## src/rtl/vga_timing_gen_pkg.sv

```systemverilog
// vga_timing_pkg: 640x480@60 timing constants, raster phase enum and renderer colour codes.
package vga_timing_pkg;

    localparam int unsigned H_ACTIVE = 640;
    localparam int unsigned H_FP     = 16;
    localparam int unsigned H_SYNC   = 96;
    localparam int unsigned H_BP     = 48;
    localparam int unsigned V_ACTIVE = 480;
    localparam int unsigned V_FP     = 10;
    localparam int unsigned V_SYNC   = 2;
    localparam int unsigned V_BP     = 33;
    localparam int unsigned PIX_DIV  = 4;

    localparam int unsigned H_TOTAL  = H_ACTIVE + H_FP + H_SYNC + H_BP;
    localparam int unsigned V_TOTAL  = V_ACTIVE + V_FP + V_SYNC + V_BP;

    typedef enum logic [1:0] {
        PH_ACTIVE,
        PH_FRONT,
        PH_SYNC,
        PH_BACK
    } phase_t;

    // RGB332 colour codes shared with the board renderer
    localparam logic [7:0] COLOR_BLACK  = 8'h00;
    localparam logic [7:0] COLOR_WHITE  = 8'hFF;
    localparam logic [7:0] COLOR_RED    = 8'hE0;
    localparam logic [7:0] COLOR_GREEN  = 8'h1C;
    localparam logic [7:0] COLOR_BLUE   = 8'h03;
    localparam logic [7:0] COLOR_YELLOW = 8'hFC;

    // Phase reached once the counter has moved to pos; boundaries are the first index of each phase.
    function automatic phase_t phase_step(phase_t ph, logic [9:0] pos,
                                          int unsigned act, int unsigned fp, int unsigned sync);
        phase_t nx;
        nx = ph;
        unique case (ph)
            PH_ACTIVE: if (pos == 10'(act))             nx = PH_FRONT;
            PH_FRONT:  if (pos == 10'(act + fp))        nx = PH_SYNC;
            PH_SYNC:   if (pos == 10'(act + fp + sync)) nx = PH_BACK;
            PH_BACK:   if (pos == '0)                   nx = PH_ACTIVE;
            default:                                    nx = PH_ACTIVE;
        endcase
        return nx;
    endfunction

endpackage

```

## src/rtl/vga_timing_gen_if.sv

```systemverilog
// vga_timing_gen_if: raster position/sync bundle from the timing generator to renderer and connector.
interface vga_timing_gen_if;
    logic       pix_en;
    logic [9:0] hCount;
    logic [9:0] vCount;
    logic       bright;
    logic       hSync;
    logic       vSync;
    logic       line_end;
    logic       frame_end;

    modport master (
        output pix_en, hCount, vCount, bright, hSync, vSync, line_end, frame_end
    );

    modport slave (
        input pix_en, hCount, vCount, bright, hSync, vSync, line_end, frame_end
    );
endinterface

```

## src/rtl/vga_timing_gen_pix_en_div.sv

```systemverilog
// pix_en_div: modulo-DIV clock-enable; tick is high on the clk whose edge completes each DIV-cycle period.
module pix_en_div #(
    parameter int unsigned DIV = 4
) (
    input  logic clk,
    input  logic rst_n,
    output logic tick
);
    localparam int unsigned CW = (DIV > 1) ? $clog2(DIV) : 1;

    logic [CW-1:0] cnt;

    assign tick = (cnt == CW'(DIV - 1));

    always_ff @(posedge clk or negedge rst_n) begin
        if (!rst_n) begin
            cnt <= '0;
        end else begin
            cnt <= tick ? '0 : cnt + CW'(1);
        end
    end
endmodule

```

## src/rtl/vga_timing_gen.sv

```systemverilog
// vga_timing_gen: VGA raster counters, active-low syncs, bright and line/frame markers, all registered.
// Define VGA_TIMING_PIX_DIV_EN to derive the pixel advance from a faster clk through pix_en_div.
module vga_timing_gen #(
    parameter int unsigned H_ACTIVE = vga_timing_pkg::H_ACTIVE,
    parameter int unsigned H_FP     = vga_timing_pkg::H_FP,
    parameter int unsigned H_SYNC   = vga_timing_pkg::H_SYNC,
    parameter int unsigned H_BP     = vga_timing_pkg::H_BP,
    parameter int unsigned V_ACTIVE = vga_timing_pkg::V_ACTIVE,
    parameter int unsigned V_FP     = vga_timing_pkg::V_FP,
    parameter int unsigned V_SYNC   = vga_timing_pkg::V_SYNC,
    parameter int unsigned V_BP     = vga_timing_pkg::V_BP
`ifdef VGA_TIMING_PIX_DIV_EN
    ,
    parameter int unsigned PIX_DIV  = vga_timing_pkg::PIX_DIV
`endif
) (
    input  logic             clk,
    input  logic             rst_n,
    vga_timing_gen_if.master vga
);
    import vga_timing_pkg::*;

    localparam int unsigned H_TOT = H_ACTIVE + H_FP + H_SYNC + H_BP;
    localparam int unsigned V_TOT = V_ACTIVE + V_FP + V_SYNC + V_BP;

    logic       adv;
    phase_t     h_ph, h_ph_nx, v_ph, v_ph_nx;
    logic [9:0] h_cnt, h_cnt_nx, v_cnt, v_cnt_nx;
    logic       h_wrap, v_wrap;
    logic       pix_en_q, bright_q, hsync_q, vsync_q, line_end_q, frame_end_q;

`ifdef VGA_TIMING_PIX_DIV_EN
    pix_en_div #(.DIV(PIX_DIV)) u_pix_en_div (
        .clk   (clk),
        .rst_n (rst_n),
        .tick  (adv)
    );
`else
    assign adv = 1'b1;
`endif

    always_comb begin
        h_wrap   = (h_cnt == 10'(H_TOT - 1));
        v_wrap   = (v_cnt == 10'(V_TOT - 1));
        h_cnt_nx = h_cnt;
        v_cnt_nx = v_cnt;
        h_ph_nx  = h_ph;
        v_ph_nx  = v_ph;
        if (adv) begin
            h_cnt_nx = h_wrap ? '0 : h_cnt + 10'd1;
            h_ph_nx  = phase_step(h_ph, h_cnt_nx, H_ACTIVE, H_FP, H_SYNC);
            if (h_wrap) begin
                v_cnt_nx = v_wrap ? '0 : v_cnt + 10'd1;
                v_ph_nx  = phase_step(v_ph, v_cnt_nx, V_ACTIVE, V_FP, V_SYNC);
            end
        end
    end

    // Outputs are decoded from the next-state values so they line up with the counters they describe.
    always_ff @(posedge clk or negedge rst_n) begin
        if (!rst_n) begin
            h_ph        <= PH_ACTIVE;
            v_ph        <= PH_ACTIVE;
            h_cnt       <= '0;
            v_cnt       <= '0;
            pix_en_q    <= 1'b0;
            bright_q    <= 1'b0;
            hsync_q     <= 1'b1;
            vsync_q     <= 1'b1;
            line_end_q  <= 1'b0;
            frame_end_q <= 1'b0;
        end else begin
            h_ph        <= h_ph_nx;
            v_ph        <= v_ph_nx;
            h_cnt       <= h_cnt_nx;
            v_cnt       <= v_cnt_nx;
            pix_en_q    <= adv;
            line_end_q  <= adv & h_wrap;
            frame_end_q <= adv & h_wrap & v_wrap;
            if (adv) begin
                bright_q <= (h_ph_nx == PH_ACTIVE) && (v_ph_nx == PH_ACTIVE);
                hsync_q  <= (h_ph_nx != PH_SYNC);
                vsync_q  <= (v_ph_nx != PH_SYNC);
            end
        end
    end

    assign vga.pix_en    = pix_en_q;
    assign vga.hCount    = h_cnt;
    assign vga.vCount    = v_cnt;
    assign vga.bright    = bright_q;
    assign vga.hSync     = hsync_q;
    assign vga.vSync     = vsync_q;
    assign vga.line_end  = line_end_q;
    assign vga.frame_end = frame_end_q;
endmodule

```

## src/flat_wrapper.sv

```systemverilog
// flat-port wrapper written by rule: the top's interface ports become plain ports
module vga_timing_gen_flat import vga_timing_pkg::*;
#(
    parameter int unsigned H_ACTIVE = vga_timing_pkg::H_ACTIVE,
    parameter int unsigned H_FP     = vga_timing_pkg::H_FP,
    parameter int unsigned H_SYNC   = vga_timing_pkg::H_SYNC,
    parameter int unsigned H_BP     = vga_timing_pkg::H_BP,
    parameter int unsigned V_ACTIVE = vga_timing_pkg::V_ACTIVE,
    parameter int unsigned V_FP     = vga_timing_pkg::V_FP,
    parameter int unsigned V_SYNC   = vga_timing_pkg::V_SYNC,
    parameter int unsigned V_BP     = vga_timing_pkg::V_BP

)
  (clk, rst_n, vga_pix_en, vga_hCount, vga_vCount, vga_bright, vga_hSync, vga_vSync, vga_line_end, vga_frame_end);
  vga_timing_gen_if vga_i ();
  input  logic clk;
  input  logic rst_n;
  output wire logic [$bits(vga_i.pix_en)-1:0] vga_pix_en;
  output wire logic [$bits(vga_i.hCount)-1:0] vga_hCount;
  output wire logic [$bits(vga_i.vCount)-1:0] vga_vCount;
  output wire logic [$bits(vga_i.bright)-1:0] vga_bright;
  output wire logic [$bits(vga_i.hSync)-1:0] vga_hSync;
  output wire logic [$bits(vga_i.vSync)-1:0] vga_vSync;
  output wire logic [$bits(vga_i.line_end)-1:0] vga_line_end;
  output wire logic [$bits(vga_i.frame_end)-1:0] vga_frame_end;
  assign vga_pix_en = vga_i.pix_en;
  assign vga_hCount = vga_i.hCount;
  assign vga_vCount = vga_i.vCount;
  assign vga_bright = vga_i.bright;
  assign vga_hSync = vga_i.hSync;
  assign vga_vSync = vga_i.vSync;
  assign vga_line_end = vga_i.line_end;
  assign vga_frame_end = vga_i.frame_end;
  vga_timing_gen #(.H_ACTIVE(H_ACTIVE), .H_FP(H_FP), .H_SYNC(H_SYNC), .H_BP(H_BP), .V_ACTIVE(V_ACTIVE), .V_FP(V_FP), .V_SYNC(V_SYNC), .V_BP(V_BP)) u_core (.clk(clk), .rst_n(rst_n), .vga(vga_i));
endmodule
```

## config.mk

```make
export PLATFORM = sky130hd
export DESIGN_NAME = vga_timing_gen_flat
export DESIGN_NICKNAME = d
export VERILOG_FILES = /design/src/rtl/vga_timing_gen_pkg.sv /design/src/rtl/vga_timing_gen_if.sv /design/src/rtl/vga_timing_gen_pix_en_div.sv /design/src/rtl/vga_timing_gen.sv /design/src/flat_wrapper.sv
export SDC_FILE = /design/constraint.sdc
export NUM_CORES = 1
export LEC_CHECK = 0
export CAP_MARGIN = 15
export CELL_PAD_IN_SITES_DETAIL_PLACEMENT = 0
export CELL_PAD_IN_SITES_GLOBAL_PLACEMENT = 1
export CORE_ASPECT_RATIO = 0.7
export CORE_MARGIN = 2
export CORE_UTILIZATION = 37
export CTS_CLUSTER_DIAMETER = 200
export DETAILED_ROUTE_END_ITERATION = 16
export GPL_TIMING_DRIVEN = 0
export PLACE_DENSITY = 0.75
export SYNTH_ARGS = -nofsm -noshare
export SYNTH_HDL_FRONTEND = slang
export SYNTH_SLANG_ARGS = --single-unit
```

## constraint.sdc

```tcl
create_clock -name clk -period 2.15 [get_ports clk]
set_input_delay 0.43 -clock clk [delete_from_list [all_inputs] [get_ports clk]]
set_output_delay 0.43 -clock clk [all_outputs]
set_load 0.01 [all_outputs]
```

# [Yosys cells after proc, flatten, opt, wreduce, memory -nomap -nowiden]
# Cells that the tools add are included.
[totals] reg_bits=30 in_bits=2 output_inout_bits=26
[classes] n_addsub=2 n_eq_ne=16 muxes=13 bitwise=1 n_reduce_logical=7
[ops] cell="$eq 10x10->1 const B" n=5
[ops] cell="$eq 10x9->1 const B" n=3
[ops] cell="$add 10x1->10 const B" n=2
[ops] cell="$logic_not 10->1" n=2
[ops] cell="$mux 10" n=2
[ops] cell="$mux 2" n=9
[ops] cell="$pmux 2 s4" n=2
[ops] cell="$eq 2x2->1 const B" n=4
[ops] cell="$logic_not 2->1" n=4
[ops] cell="$eq 2x1->1 const B" n=2
[ops] cell="$ne 2x2->1 const B" n=2
[ops] cell="$and 1x1->1" n=1
[ops] cell="$logic_and 1x1->1" n=1

# [Logic depth before layout (Yosys ltp)]
# Gate-level depths: netlist of the first run.
[logic_depth] word_depth=8 mapped_depth=9 mapped_depth_nobuf=9

# [Least setup slack after synthesis of the first run]
# OpenSTA, ideal clock, no wires.
[synth_path] path_kind="flip-flop to flip-flop" startpoint="register u_core.v_cnt[1], in the netlist u_core.vga.vCount[1]" endpoint="register u_core.bright_q, in the netlist u_core.vga.bright" setup_time_ns=0.096 arrival_time_ns=2.209 required_time_ns=2.054 setup_slack_ns=-0.154 path_stages_with_launch=10 path_cell_list="dfrtp_1 > ha_1 > clkbuf_1 > inv_1 > nor3_1 > a21oi_1 > a211oi_1 > a41o_1 > o211ai_2 > nor4_2"
[synth_via] elab_chain_len=8 word_cells_on_any_way=15 cone_classes="add/sub: 1; eq/ne: 4; mux: 7; reduce/logical: 3"
[synth_rtl] item="start: declaration" line="vga_timing_gen.sv:28" text="logic [9:0] h_cnt, h_cnt_nx, v_cnt, v_cnt_nx;"
[synth_rtl] item="start signal: assignment" line="vga_timing_gen.sv:76" text="v_cnt <= v_cnt_nx;"
[synth_rtl] item="$add 10x1->10 / $eq 10x10->1 (equally long branches)" line="vga_timing_gen.sv:53, vga_timing_gen.sv:44"
[synth_rtl] item="$mux 10 (*)" line="vga_timing_gen.sv:53" text="v_cnt_nx = v_wrap ? '0 : v_cnt + 10'd1;"
[synth_rtl] item="$eq 10x9->1, or another cell as far along" line="vga_timing_gen_pkg.sv:40" text="PH_SYNC: if (pos == 10'(act + fp + sync)) nx = PH_BACK;"
[synth_rtl] item="$mux 2 (on tied branches)"
[synth_rtl] item="$pmux 2 s4 (*)" line="vga_timing_gen_pkg.sv:37" text="unique case (ph)"
[synth_rtl] item="$mux 2 (*)" line="vga_timing_gen.sv:52" text="if (h_wrap) begin"
[synth_rtl] item="net u_core.v_ph_nx[0]" line="vga_timing_gen.sv:27" text="phase_t h_ph, h_ph_nx, v_ph, v_ph_nx;"
[synth_rtl] item="$logic_not 2->1 (*)" line="vga_timing_gen.sv:81" text="bright_q <= (h_ph_nx == PH_ACTIVE) && (v_ph_nx == PH_ACTIVE);"
[synth_rtl] item="$logic_and 1x1->1 (*)" line="vga_timing_gen.sv:81"
[synth_rtl] item="end signal: assignment" line="vga_timing_gen.sv:81"
[synth_rtl] item="end: declaration" line="vga_timing_gen.sv:30" text="logic pix_en_q, bright_q, hsync_q, vsync_q, line_end_q, frame_end_q;"
# The timed path passes the listed nets; every way through them passes the cells marked *.
# A chain may end at the register's enable or synchronous reset.

# [Final worst setup path of the first run]
[layout_path] startpoint="register u_core.v_cnt[0], in the netlist u_core.vga.vCount[0]" endpoint="register u_core.bright_q, in the netlist u_core.vga.bright"
# Same word-level chain as after synthesis.

==> impl_metrics.tcl, run 1 <==
set metrics [dict create \
    outcome "complete, but fails checks" \
    failed_checks "setup timing" \
    yosys_most_used_dff "dfrtp_1" \
    critical_path.most_common_cell "buf_4" \
    setup_violation_total_in_the_final_timing_report 3 \
    pre_cts_worst_setup_slack_ps -380 \
    drt.antenna.violating_nets 0 \
    critical_path_required_ps 2300 \
    worstSetupStartpointType "flip-flop" \
    timing.critical_path.slowest_stage_cell "dfrtp_2" \
    grt_first_pass_wirelength_um 8010 \
    rr_startpoint "u_core.vga.vCount[0]$_DFFE_PN0N_" \
    hold_violations 0 \
    cts_tree "built" \
    worstPathMaxFanout 10 \
    synth_xor_area_share_pct 7.53 \
    cpPeakStageDelay_ps 470 \
    timing.max_slew.rel_slack_pct 54.3 \
    effective_utilization_at_floorplan_pct 38.7 \
    num_rows 21 \
    synthAdderAreaFrac_pct 2.69 \
    die_area_sq_um 5620 \
    cts_max_path_buffers 2 \
    synth_cells 208 \
    routed_wl_um 4980 \
    fmax_mhz 463 \
    cp-end-kind "flip-flop" \
    ctsRootBufferMaster "clkbuf_8" \
    cp_cell_sequence "ha_4 > clkbuf_8 > nor4b_2 > a21oi_1 > a211oi_2 > buf_4 > buf_4 > o2111ai_2 > o211ai_2 > nor4_2" \
    initialDrtViolationCount 70 \
    final_net_count 266 \
    number_of_flops_mapped_to_enable_cells_by_yosys 0 \
    place.gp.congestion 0.816 \
    layout_common_cells "clkdlybuf4s50_1, buf_4, dfrtp_1" \
    design.portCount 28 \
    fraction_of_final_layout_cells_sized_beyond_drive_strength_1_pct 33.0 \
    final_min_period_over_clock_period_pct 101 \
    synth_simple_gate_area_share_pct 27.5 \
    critical_path_buf_inv_count 3 \
    syn_area_sq_um 1860 \
    grt_max_degree 31 \
    area_growth_pct 43.5 \
    critical_path_arrival_ps 2310 \
    holdCritPathClass "input port to asynchronous set/reset pin" \
    synth_warnings 0 \
    final_period_minus_worst_setup_slack_ps 2160 \
    hold_slack_ps 187 \
    number_of_global_route_vias_before_repair 1519 \
    timing.final.max_slew_violations 0 \
    power.density_nw_per_um2 393 \
    clkSlewWorstSetupHoldPaths_ps 70 \
    grt_antenna_before_repair 0 \
    kind_of_cell_adding_the_most_delay_to_the_critical_path "compound AO/OA/AOI/OAI gates" \
    crit_path_start "u_core.vga.vCount[0]$_DFFE_PN0N_" \
    syn_area_per_cell_sq_um 8.95 \
    cts-htree-levels 2 \
    diodes 0 \
    drt_pass1_iterations 4 \
    vias 1725 \
    path_class "flip-flop to flip-flop" \
    worstSkewPairLatency_ps 280 \
    grt_setup_unrepaired "true" \
    die_height_um 63.4 \
    final.setup_skew_ps 8.82 \
    die_x_um 88.8 \
    synth_async_sr_flop_share_pct 100 \
    commonest_non_fill_non_tap_cell_in_the_layout "clkdlybuf4s50_1" \
    clkSinkCount 30 \
    worst_ir_drop_vdd_v 0.000241 \
    gr-total-overflow 0 \
    dp_hpwl_um 3260 \
    detail_route.drc_violations 0 \
    postCtsHoldBufs 0 \
    setup_slack_ps -11.3 \
    worstMarginPinSlew_ps 686 \
    synth.area.mux_share_pct 1.75 \
    vias_per_cell 5.23 \
    max_cap_viols 0 \
    groute.usage.overall_pct 18.6 \
    synth_seq_cells 30 \
    routed_wl_per_cell_um 15.1 \
    synthDistinctLibCells 50 \
    fin_total_pwr_mw 1.05 \
    synth_top_family_by_area "simple AND/OR/NAND/NOR gates" \
    p_leak_nw 1.06 \
    synth-compound-area-share_pct 15.1 \
    synth_sequential_area_ratio_pct 40.5 \
    syn_nets 214 \
    port-buffer-count 27 \
    core_sq_um 4810 \
    tritoncts_buffers 5 \
]
==> cells by family (layout without fill, tap and decap cells) <==
| group | after synthesis | count (layout) |
|---|---|---|
| multiplexers | 3 | 3 |
| adder cells (fa/ha/maj) | 4 | 4 |
| AO/OA/AOI/OAI | 41 | 41 |
| XOR/XNOR | 16 | 16 |
| buffers and inverters | 21 | 74 |
| flip-flops | 30 | 30 |
| AND/OR/NAND/NOR | 92 | 92 |
| other | 1 | 1 |
==> timing repair <==
item	CTS	global route
gates resized for setup	31	24
endpoints found under the setup margin	7	7
endpoints found under the hold margin	0	0
pin swaps	12	13
setup buffers	15	7
cloned	0	0
==> final timing paths <==
kind / end / slack, ps / cells after the start
max: u_core.vga.bright$_DFF_PN0_ / -10 / 10
min: u_core.vga.hCount[7]$_DFF_PN0_ / 190 / 1
max in group asynchronous: u_core.vga.vCount[0]$_DFFE_PN0N_ / 1480 / 1
max reg2reg: u_core.vga.bright$_DFF_PN0_ / -10 / 10
min reg2reg: u_core.vga.hCount[1]$_DFF_PN0_ / 550 / 1
min in group clk: u_core.vga.hCount[1]$_DFF_PN0_ / 550 / 1
==> per-stage QoR <==
step / std cells / util [%] / TNS, ps / instance area (sq um)
after detailed placement: 304 / 46.2 / -1640 / 2220
after CTS: 324 / 52.9 / -0.731 / 2540
after floorplan: 208 / - / 0 / 1870
final: 330 / 55.6 / -20.5 / 2670
after global routing: 330 / 55.6 / -476 / 2670
after global placement: 304 / 46.3 / -1580 / 2230
==> power by group <==
group          switching, mW  internal [mW]  leakage, nW  total (mW)
Sequential          0.000199          0.566        0.380       0.566
Combinational         0.0118        0.00224        0.629      0.0140
Clock                  0.213          0.258       0.0482       0.471
Total                  0.225          0.826         1.06        1.05
==> final cells by class <==
type	count	area (sq um)
multi-input combinational	157	1200
tap	69	86.3
sequential	30	761
clock inverter	1	5.00
clock buffer	7	86.3
buffer	8	66.3
timing repair buffer	49	438
fill	449	2140
inverter	9	33.8
==> synthesized netlist by cell type (3+ instances only) <==
| library cell | number | share of area (%) |
|---|---|---|
| dfrtp_1 | 28 | 38 |
| nor2_1 | 21 | 4.2 |
| nand2_1 | 20 | 4.0 |
| a21oi_1 | 10 | 2.7 |
| nand3_1 | 10 | 2.7 |
| o21ai_0 | 10 | 2.7 |
| xnor2_1 | 10 | 4.7 |
| inv_1 | 9 | 1.8 |
| clkbuf_1 | 7 | 1.4 |
| xor2_1 | 6 | 2.8 |
| nor3_1 | 5 | 1.3 |
| nor4_1 | 5 | 1.7 |
| and3_1 | 4 | 1.3 |
| ha_1 | 4 | 2.7 |
| nand4_1 | 4 | 1.3 |
| nand2b_1 | 3 | 1.0 |
| nor2b_1 | 3 | 1.0 |
| o31ai_1 | 3 | 1.2 |
==> registers in the layout, summed over array words and instances, names as in the netlist <==
name,flops
u_core.vga.vSync,1
u_core.v_ph,2
u_core.vga.pix_en,1
u_core.vga.hSync,1
u_core.vga.line_end,1
u_core.vga.hCount,10
u_core.vga.bright,1
u_core.vga.vCount,10
u_core.h_ph,2
u_core.vga.frame_end,1
==> metal layers <==
| metal | part of all wire, % | up-vias | track usage [%] | wire length (um) |
|---|---|---|---|---|
| met5 | 0 | - | 0 | 0 |
| li1 | - | 845 | - | - |
| met4 | 0.90 | 0 | 4.55 | 45 |
| met2 | 41 | 51 | 22.8 | 2050 |
| met3 | 6.7 | 5 | 3.93 | 332 |
| met1 | 51 | 824 | 31.5 | 2550 |
No activity file was read; power rests on OpenSTA's default activity.
==> run 2: changes to the inputs <==
GPL_ROUTABILITY_DRIVEN = 0   (was unset)
==> results of run 2 <==
Same layout as run 1: the final DEF is identical, and so are final timing and power.
